### config.mk
export PLATFORM = sky130hd
export DESIGN_NAME = game_board
export DESIGN_NICKNAME = d
export VERILOG_FILES = /design/src/rtl/game_board_pkg.sv /design/src/rtl/game_line_scan.sv /design/src/rtl/game_board.sv
export SDC_FILE = /design/constraint.sdc
export NUM_CORES = 1
export LEC_CHECK = 0
export ABC_AREA = 0
export BUFFER_PORTS_ARGS = -buffer_cell sky130_fd_sc_hd__clkbuf_2
export CAP_MARGIN = 20
export CORE_ASPECT_RATIO = 1.4
export CORE_MARGIN = 2
export CORE_UTILIZATION = 38
export CTS_CLUSTER_DIAMETER = 100
export DETAILED_ROUTE_END_ITERATION = 7
export GPL_TIMING_DRIVEN = 0
export PLACE_DENSITY_LB_ADDON = 0.1
export SLEW_MARGIN = 40
export SYNTH_ARGS = -nofsm -noshare
export SYNTH_HDL_FRONTEND = slang
export SYNTH_SLANG_ARGS = --single-unit
export TNS_END_PERCENT = 50
### constraint.sdc
create_clock -name i_clk -period 7.9 [get_ports i_clk]
set_input_delay 0.79 -clock i_clk [delete_from_list [all_inputs] [get_ports i_clk]]
set_output_delay 0.79 -clock i_clk [all_outputs]
set_load 0.1 [all_outputs]
### src/rtl/game_board_pkg.sv
// game_board_pkg: shared encodings for the board manager and its line scanner
package game_board_pkg;
  localparam logic [1:0] CELL_BLANK = 2'b00;
  localparam logic [1:0] CELL_X     = 2'b01;
  localparam logic [1:0] CELL_O     = 2'b10;
  localparam logic TURN_PLAYER = 1'b0;
  localparam logic TURN_AI     = 1'b1;
  typedef enum logic [1:0] {GS_PLAYING, GS_WIN_X, GS_WIN_O, GS_DRAW} gs_t;
  typedef enum logic [1:0] {DIR_H, DIR_V, DIR_D, DIR_AD} dir_t;
  typedef enum logic [1:0] {ST_IDLE, ST_SCAN, ST_OVER} st_t;
  function automatic int board_w(int rows, int cols);
    return 2 * rows * cols;
  endfunction
endpackage

### src/rtl/game_line_scan.sv
// game_line_scan: walks the four lines through the last move, one cell per cycle,
// and reports whether any of them holds WIN_LEN matching symbols in a row.
module game_line_scan import game_board_pkg::*; #(
  parameter int ROWS = 3,
  parameter int COLS = 3,
  parameter int WIN_LEN = 3,
  localparam int RW = $clog2(ROWS),
  localparam int CW = $clog2(COLS),
  localparam int IW = $clog2(ROWS * COLS)
) (
  input  logic          i_clk,
  input  logic          i_reset_n,
  input  logic          i_clear,
  input  logic          i_start,
  input  logic [RW-1:0] i_row,
  input  logic [CW-1:0] i_col,
  input  logic [1:0]    i_sym,
  input  logic [1:0]    i_cell,
  output logic [IW-1:0] o_idx,
  output logic          o_done,
  output logic          o_win
);
  logic            r_active, r_side, r_brk_p, r_brk_n, r_win;
  dir_t            r_dir;
  logic [4:0]      r_k;
  logic [5:0]      r_run;
  logic signed [RW:0] w_kr, w_r;
  logic signed [CW:0] w_kc, w_c;
  logic            w_on, w_hit, w_brk, w_last_k, w_dir_end;
  logic [5:0]      w_run;
  always_comb begin
    w_kr = $signed(r_k[RW:0]);
    w_kc = $signed(r_k[CW:0]);
    w_r = $signed({1'b0, i_row}) + (r_dir == DIR_H ? '0 : r_side ? -w_kr : w_kr);
    // the anti-diagonal runs against the column axis, so its column step flips sign
    w_c = $signed({1'b0, i_col}) + (r_dir == DIR_V ? '0 : ((r_dir == DIR_AD) ^ r_side) ? -w_kc : w_kc);
    w_on = !w_r[RW] && int'(w_r) < ROWS && !w_c[CW] && int'(w_c) < COLS;
    o_idx = w_on ? IW'(int'(w_r) * COLS + int'(w_c)) : '0;
    w_hit = w_on && i_cell == i_sym;
    w_brk = r_side ? r_brk_n : r_brk_p;
    w_run = r_run + {5'b0, w_hit && !w_brk};
    w_last_k = r_k == 5'(WIN_LEN - 1);
    w_dir_end = w_last_k && r_side;
    o_done = r_active && w_dir_end && r_dir == DIR_AD;
    o_win = r_win || (w_dir_end && int'(w_run) >= WIN_LEN);
  end
  always_ff @(posedge i_clk or negedge i_reset_n) begin
    if (!i_reset_n) begin
      r_active <= 1'b0;
      r_dir <= DIR_H;
      r_side <= 1'b0;
      r_k <= 5'd1;
      r_run <= 6'd1;
      r_brk_p <= 1'b0;
      r_brk_n <= 1'b0;
      r_win <= 1'b0;
    end else if (i_clear || i_start) begin
      r_active <= i_start && !i_clear;
      r_dir <= DIR_H;
      r_side <= 1'b0;
      r_k <= 5'd1;
      r_run <= 6'd1;
      r_brk_p <= 1'b0;
      r_brk_n <= 1'b0;
      r_win <= 1'b0;
    end else if (r_active) begin
      r_run <= w_dir_end ? 6'd1 : w_run;
      r_k <= w_last_k ? 5'd1 : r_k + 5'd1;
      if (!w_hit && r_side) r_brk_n <= 1'b1;
      if (!w_hit && !r_side) r_brk_p <= 1'b1;
      if (w_last_k) r_side <= !r_side;
      if (w_dir_end) begin
        r_dir <= dir_t'(r_dir + 2'd1);
        r_brk_p <= 1'b0;
        r_brk_n <= 1'b0;
        r_win <= o_win;
      end
      if (o_done) r_active <= 1'b0;
    end
  end
endmodule

### src/rtl/game_board.sv
// game_board: ROWS x COLS board with move handshake, turn tracking and win/draw detection.
module game_board import game_board_pkg::*; #(
  parameter int ROWS = 3,
  parameter int COLS = 3,
  parameter int WIN_LEN = 3,
  localparam int RW = $clog2(ROWS),
  localparam int CW = $clog2(COLS),
  localparam int IW = $clog2(ROWS * COLS),
  localparam int NW = $clog2(ROWS * COLS + 1),
  localparam int BW = board_w(ROWS, COLS)
) (
  input  logic          i_clk,
  input  logic          i_reset_n,
  input  logic          i_game_clear,
  input  logic          i_move_valid,
  output logic          o_move_ready,
  input  logic [RW-1:0] i_move_row,
  input  logic [CW-1:0] i_move_col,
  output logic          o_move_err,
  output logic          o_turn,
  output logic [BW-1:0] o_board,
  output logic [1:0]    o_game_state,
  output logic          o_scan_busy
);
  logic [BW-1:0] r_board;
  logic          r_turn, r_err, r_busy;
  gs_t           r_gs;
  st_t           r_st;
  logic [NW-1:0] r_cnt;
  logic [RW-1:0] r_row;
  logic [CW-1:0] r_col;
  logic [1:0]    r_sym;
  logic          w_hs, w_in, w_legal, w_rej, w_done, w_win, w_full;
  logic [IW-1:0] w_midx, w_sidx;
  logic [1:0]    w_mcell, w_scell;
  always_comb begin
    w_hs = i_move_valid && r_st != ST_SCAN;
    w_in = int'(i_move_row) < ROWS && int'(i_move_col) < COLS;
    w_midx = w_in ? IW'(int'(i_move_row) * COLS + int'(i_move_col)) : '0;
    w_mcell = r_board[{w_midx, 1'b0} +: 2];
    w_legal = w_hs && r_st != ST_OVER && w_in && w_mcell == CELL_BLANK;
    w_rej = w_hs && !w_legal;
    w_scell = r_board[{w_sidx, 1'b0} +: 2];
    w_full = int'(r_cnt) == ROWS * COLS;
    o_move_ready = r_st != ST_SCAN;
    o_move_err = r_err;
    o_turn = r_turn;
    o_board = r_board;
    o_game_state = r_gs;
    o_scan_busy = r_busy;
  end
  game_line_scan #(.ROWS(ROWS), .COLS(COLS), .WIN_LEN(WIN_LEN)) u_scan (
    .i_clk(i_clk),
    .i_reset_n(i_reset_n),
    .i_clear(i_game_clear),
    .i_start(w_legal && !i_game_clear),
    .i_row(r_row),
    .i_col(r_col),
    .i_sym(r_sym),
    .i_cell(w_scell),
    .o_idx(w_sidx),
    .o_done(w_done),
    .o_win(w_win)
  );
  always_ff @(posedge i_clk or negedge i_reset_n) begin
    if (!i_reset_n) begin
      r_board <= '0;
      r_turn <= TURN_PLAYER;
      r_gs <= GS_PLAYING;
      r_err <= 1'b0;
      r_busy <= 1'b0;
      r_cnt <= '0;
      r_st <= ST_IDLE;
      r_row <= '0;
      r_col <= '0;
      r_sym <= CELL_BLANK;
    end else if (i_game_clear) begin
      r_board <= '0;
      r_turn <= TURN_PLAYER;
      r_gs <= GS_PLAYING;
      r_err <= 1'b0;
      r_busy <= 1'b0;
      r_cnt <= '0;
      r_st <= ST_IDLE;
      r_row <= '0;
      r_col <= '0;
      r_sym <= CELL_BLANK;
    end else begin
      r_err <= w_rej;
      if (w_legal) begin
        r_board[{w_midx, 1'b0} +: 2] <= r_turn == TURN_AI ? CELL_O : CELL_X;
        r_turn <= !r_turn;
        r_cnt <= r_cnt + NW'(1);
        r_row <= i_move_row;
        r_col <= i_move_col;
        r_sym <= r_turn == TURN_AI ? CELL_O : CELL_X;
        r_st <= ST_SCAN;
        r_busy <= 1'b1;
      end
      if (r_st == ST_SCAN && w_done) begin
        r_busy <= 1'b0;
        r_st <= w_win || w_full ? ST_OVER : ST_IDLE;
        r_gs <= w_win ? (r_sym == CELL_X ? GS_WIN_X : GS_WIN_O) : w_full ? GS_DRAW : GS_PLAYING;
      end
    end
  end
endmodule

==> results.tsv <==
stage	metric	value	unit
finish	seqCellArea	1279	um2
synthesis	synthTopCellsByCount	dfrtp_1, nand2_1, nor2_1, a21oi_1, ha_1	
die	initial_core_util	39.29	%
die	design.portCount	32	
grt	grt_max_degree	52	
job	max-cap-violations	0	
clocking	post_cts_resized	0	
synthesis	synth_area	3757	um2
synthesis	seq_area_frac_synth	34.03	%
power_and_ir_drop	p_total	0.0007433	W
critical_path	critPathBufInv	3	
sta	setup_viol	0	
route	via_per_inst	5.500	
route	drt_iter0_markers	177	
grt	grt-ovfl-total	0	
critical_path	path_delay_family	adder cells	
power_and_ir_drop	p_comb_share	31.0	%
sta	finalHoldWorstSlack	0.5349	ns
clocking	post_cts_buffers	0	
finish	insertedDiodeCount	0	
grt	grt_pass1_wl	17.15	mm
die	die_x	88.04	um
synthesis	synth_area_leaders	dfrtp_1, ha_1, mux2i_1, a21oi_1, nand2_1	
route	first_pass_iters	4	
power_and_ir_drop	p_sw_share	35.23	%
place	io_buffers	31	
grt	grt.total_usage	21.00	%
critical_path	crit_type	reg -> reg	
critical_path	cp-start-kind	register	
sta	hold_viol	0	
finish	drive_above_1_share	17.57	%
power_and_ir_drop	clkPwrFrac	31.6	%
finish	fillers	993	
sta	tns	0	ns
synthesis	yosysUniqueCellTypes	70	
die	core.rowCount	42	
run_status	outcome	completed	
route	wirelength	10.48	mm
power_and_ir_drop	ir_drop	0.09488	mV
synthesis	synth_area_per_cell	9.277	um2
synthesis	yosys.area.top_type	dfrtp_1	
finish	fin_cells	576	
place	gp_congestion	0.9616	
clocking	hold_buffers	0	
clocking	cts_tree	yes	
grt	grt_pass1_vias	3236	
clocking	cts_buffer_depth	2	
place	post-place-ws	1.009	ns
finish	syn_to_final_growth	12.72	%
synthesis	synth-edff-count	0	
route	wl_per_cell	18.19	um
sta	fmax	143.6	MHz
clocking	clock_sinks	51	
place	dpl.cell_count	568	
synthesis	synth_top_area_share	32.63	%
finish	multiInputGateArea	2232	um2
die	dieArea	10710	um2
synthesis	ys_ff_latch	51	
clocking	numCtsBuffers	5	
synthesis	yosysMostFrequentCell	dfrtp_1	
sta	period_minus_slack	6.965	ns
sta	worst_slack	0.9350	ns
critical_path	cpPeakStageDelay	0.56	ns
power_and_ir_drop	p_int	0.0004814	W
critical_path	end_kind	register	
critical_path	slowest_stage	dfstp_2	
finish	nets	482	
sta	slew_headroom	53.10	%
synthesis	syn_nets	444	
synthesis	synthCells	405	
power_and_ir_drop	p_per_area	175.5	nW/um2
critical_path	arrival	7.14	ns
route	post-route-drc-count	0	
critical_path	cp.required	8.07	ns
sta	slew_violations	0	
power_and_ir_drop	leakagePower	1.923	nW
die	die_y	121.7	um
critical_path	crit_top_cell	ha_1	
power_and_ir_drop	pwr-share-seq	37.4	%
critical_path	cp_max_fo	8	
place	dp_hpwl	7.929	mm
sta	rsz0062_at_grt	no	
clocking	root_buffer	clkbuf_16	
sta	tightest_slew	0.7035	ns
synthesis	synth_ff_type	dfrtp_1	
min_path	worstHoldPathType	in -> async	
power_and_ir_drop	p_switching	0.0002618	W
clocking	htree_levels	2	
synthesis	ys_warn_count	0	
grt	antenna_found_initial	0	
route	routed-via-count	3168	
sta	period_share	88.16	%
sta	skew	0.005866	ns
clocking	clock_latency	0.30	ns
die	core	9564	um2
route	antenna_left	0	
clocking	clk_pin_slew_worst_paths	0.07	ns
synthesis	synthArstFlopShare	100.0	%
[power groups by stage]
stage / combinational (W) / clock (W) / sequential (W)
4_1_cts: 0.000232 / 0.000241 / 0.000278
2_1_floorplan: 0.000156 / 0 / 0.000296
5_1_grt: 0.000256 / 0.000251 / 0.000279
3_3_place_gp: 0.000229 / 0 / 0.000283
3_5_place_dp: 0.000230 / 0 / 0.000283
6_report: 0.000231 / 0.000235 / 0.000278
[path summary, 6_finish.rpt]
path                            cells after the start  slack [ns]              end            from
worst min register to register                      2        0.53   u_scan.r_brk_n  u_scan.r_brk_n
worst max-delay path                               26        0.94  o_game_state[0]   u_scan.r_k[0]
max in group asynchronous                           1        6.90  u_scan.r_run[5]       i_reset_n
min in group i_clk                                  2        0.54   u_scan.r_brk_n  u_scan.r_brk_n
worst min-delay path                                1        0.53         r_row[0]       i_reset_n
worst max register to register                     26        0.94  o_game_state[0]   u_scan.r_k[0]
[layer usage]
metal	track usage [%]	up-vias	share of wire (%)
met5	0	-	0
met4	8.712	0	3.0
met3	2.642	18	2.6
met2	38.68	71	54
met1	23.96	1542	40
li1	-	1537	-
[final cells by class]
type | count | area share, %
clock inverter | 2 | 0.3840
timing repair buffer | 31 | 3.722
inverter | 22 | 1.950
tap | 132 | 3.900
buffer | 23 | 3.870
clock buffer | 6 | 3.279
sequential | 51 | 30.19
multi-input combinational | 309 | 52.70
[layout by cell type (no fill, tap or decap), drive strengths merged, types with 5 or more instances in the layout]
cell,netlist,final
nand3,12,12
nand2,36,36
nand4,8,8
clkbuf,8,44
o21ai,21,21
inv,21,21
buf,14,15
dfrtp,49,49
mux2i,19,19
ha,25,25
a21oi,30,30
xnor2,5,5
nor2,33,33
fa,6,6
o21a,5,5
or3,12,12
nor3,18,18
[logic make-up (layout without fill, tap and decap cells)]
family	Yosys count	count (layout)	synth area share, %
flops	51	51	34.03
fa+ha+maj	31	31	11.52
xor+xnor	9	9	2.697
buf+inv	45	84	6.560
mux	21	21	6.260
compound gates	93	93	17.08
simple gates	155	155	21.85
[state kept, by name, summed over array words and instances, names as in the netlist]
register,cells
u_scan.r_run,6
u_scan.r_brk_n,1
o_game_state,2
u_scan.r_win,1
u_scan.r_k,5
r_sym,2
u_scan.r_active,1
r_cnt,4
r_row,2
o_move_err,1
u_scan.r_dir,2
r_st,2
u_scan.r_side,1
r_col,2
o_board,18
u_scan.r_brk_p,1
[through the flow]
step                      instance area (um2)  utilization [%]
after floorplan                          3757                -
after global placement                   4078            42.63
after detailed placement                 4080            42.66
after CTS                                4235            44.28
after global routing                     4235            44.28
final                                    4235            44.28
Power figures use the tool's default switching activity.
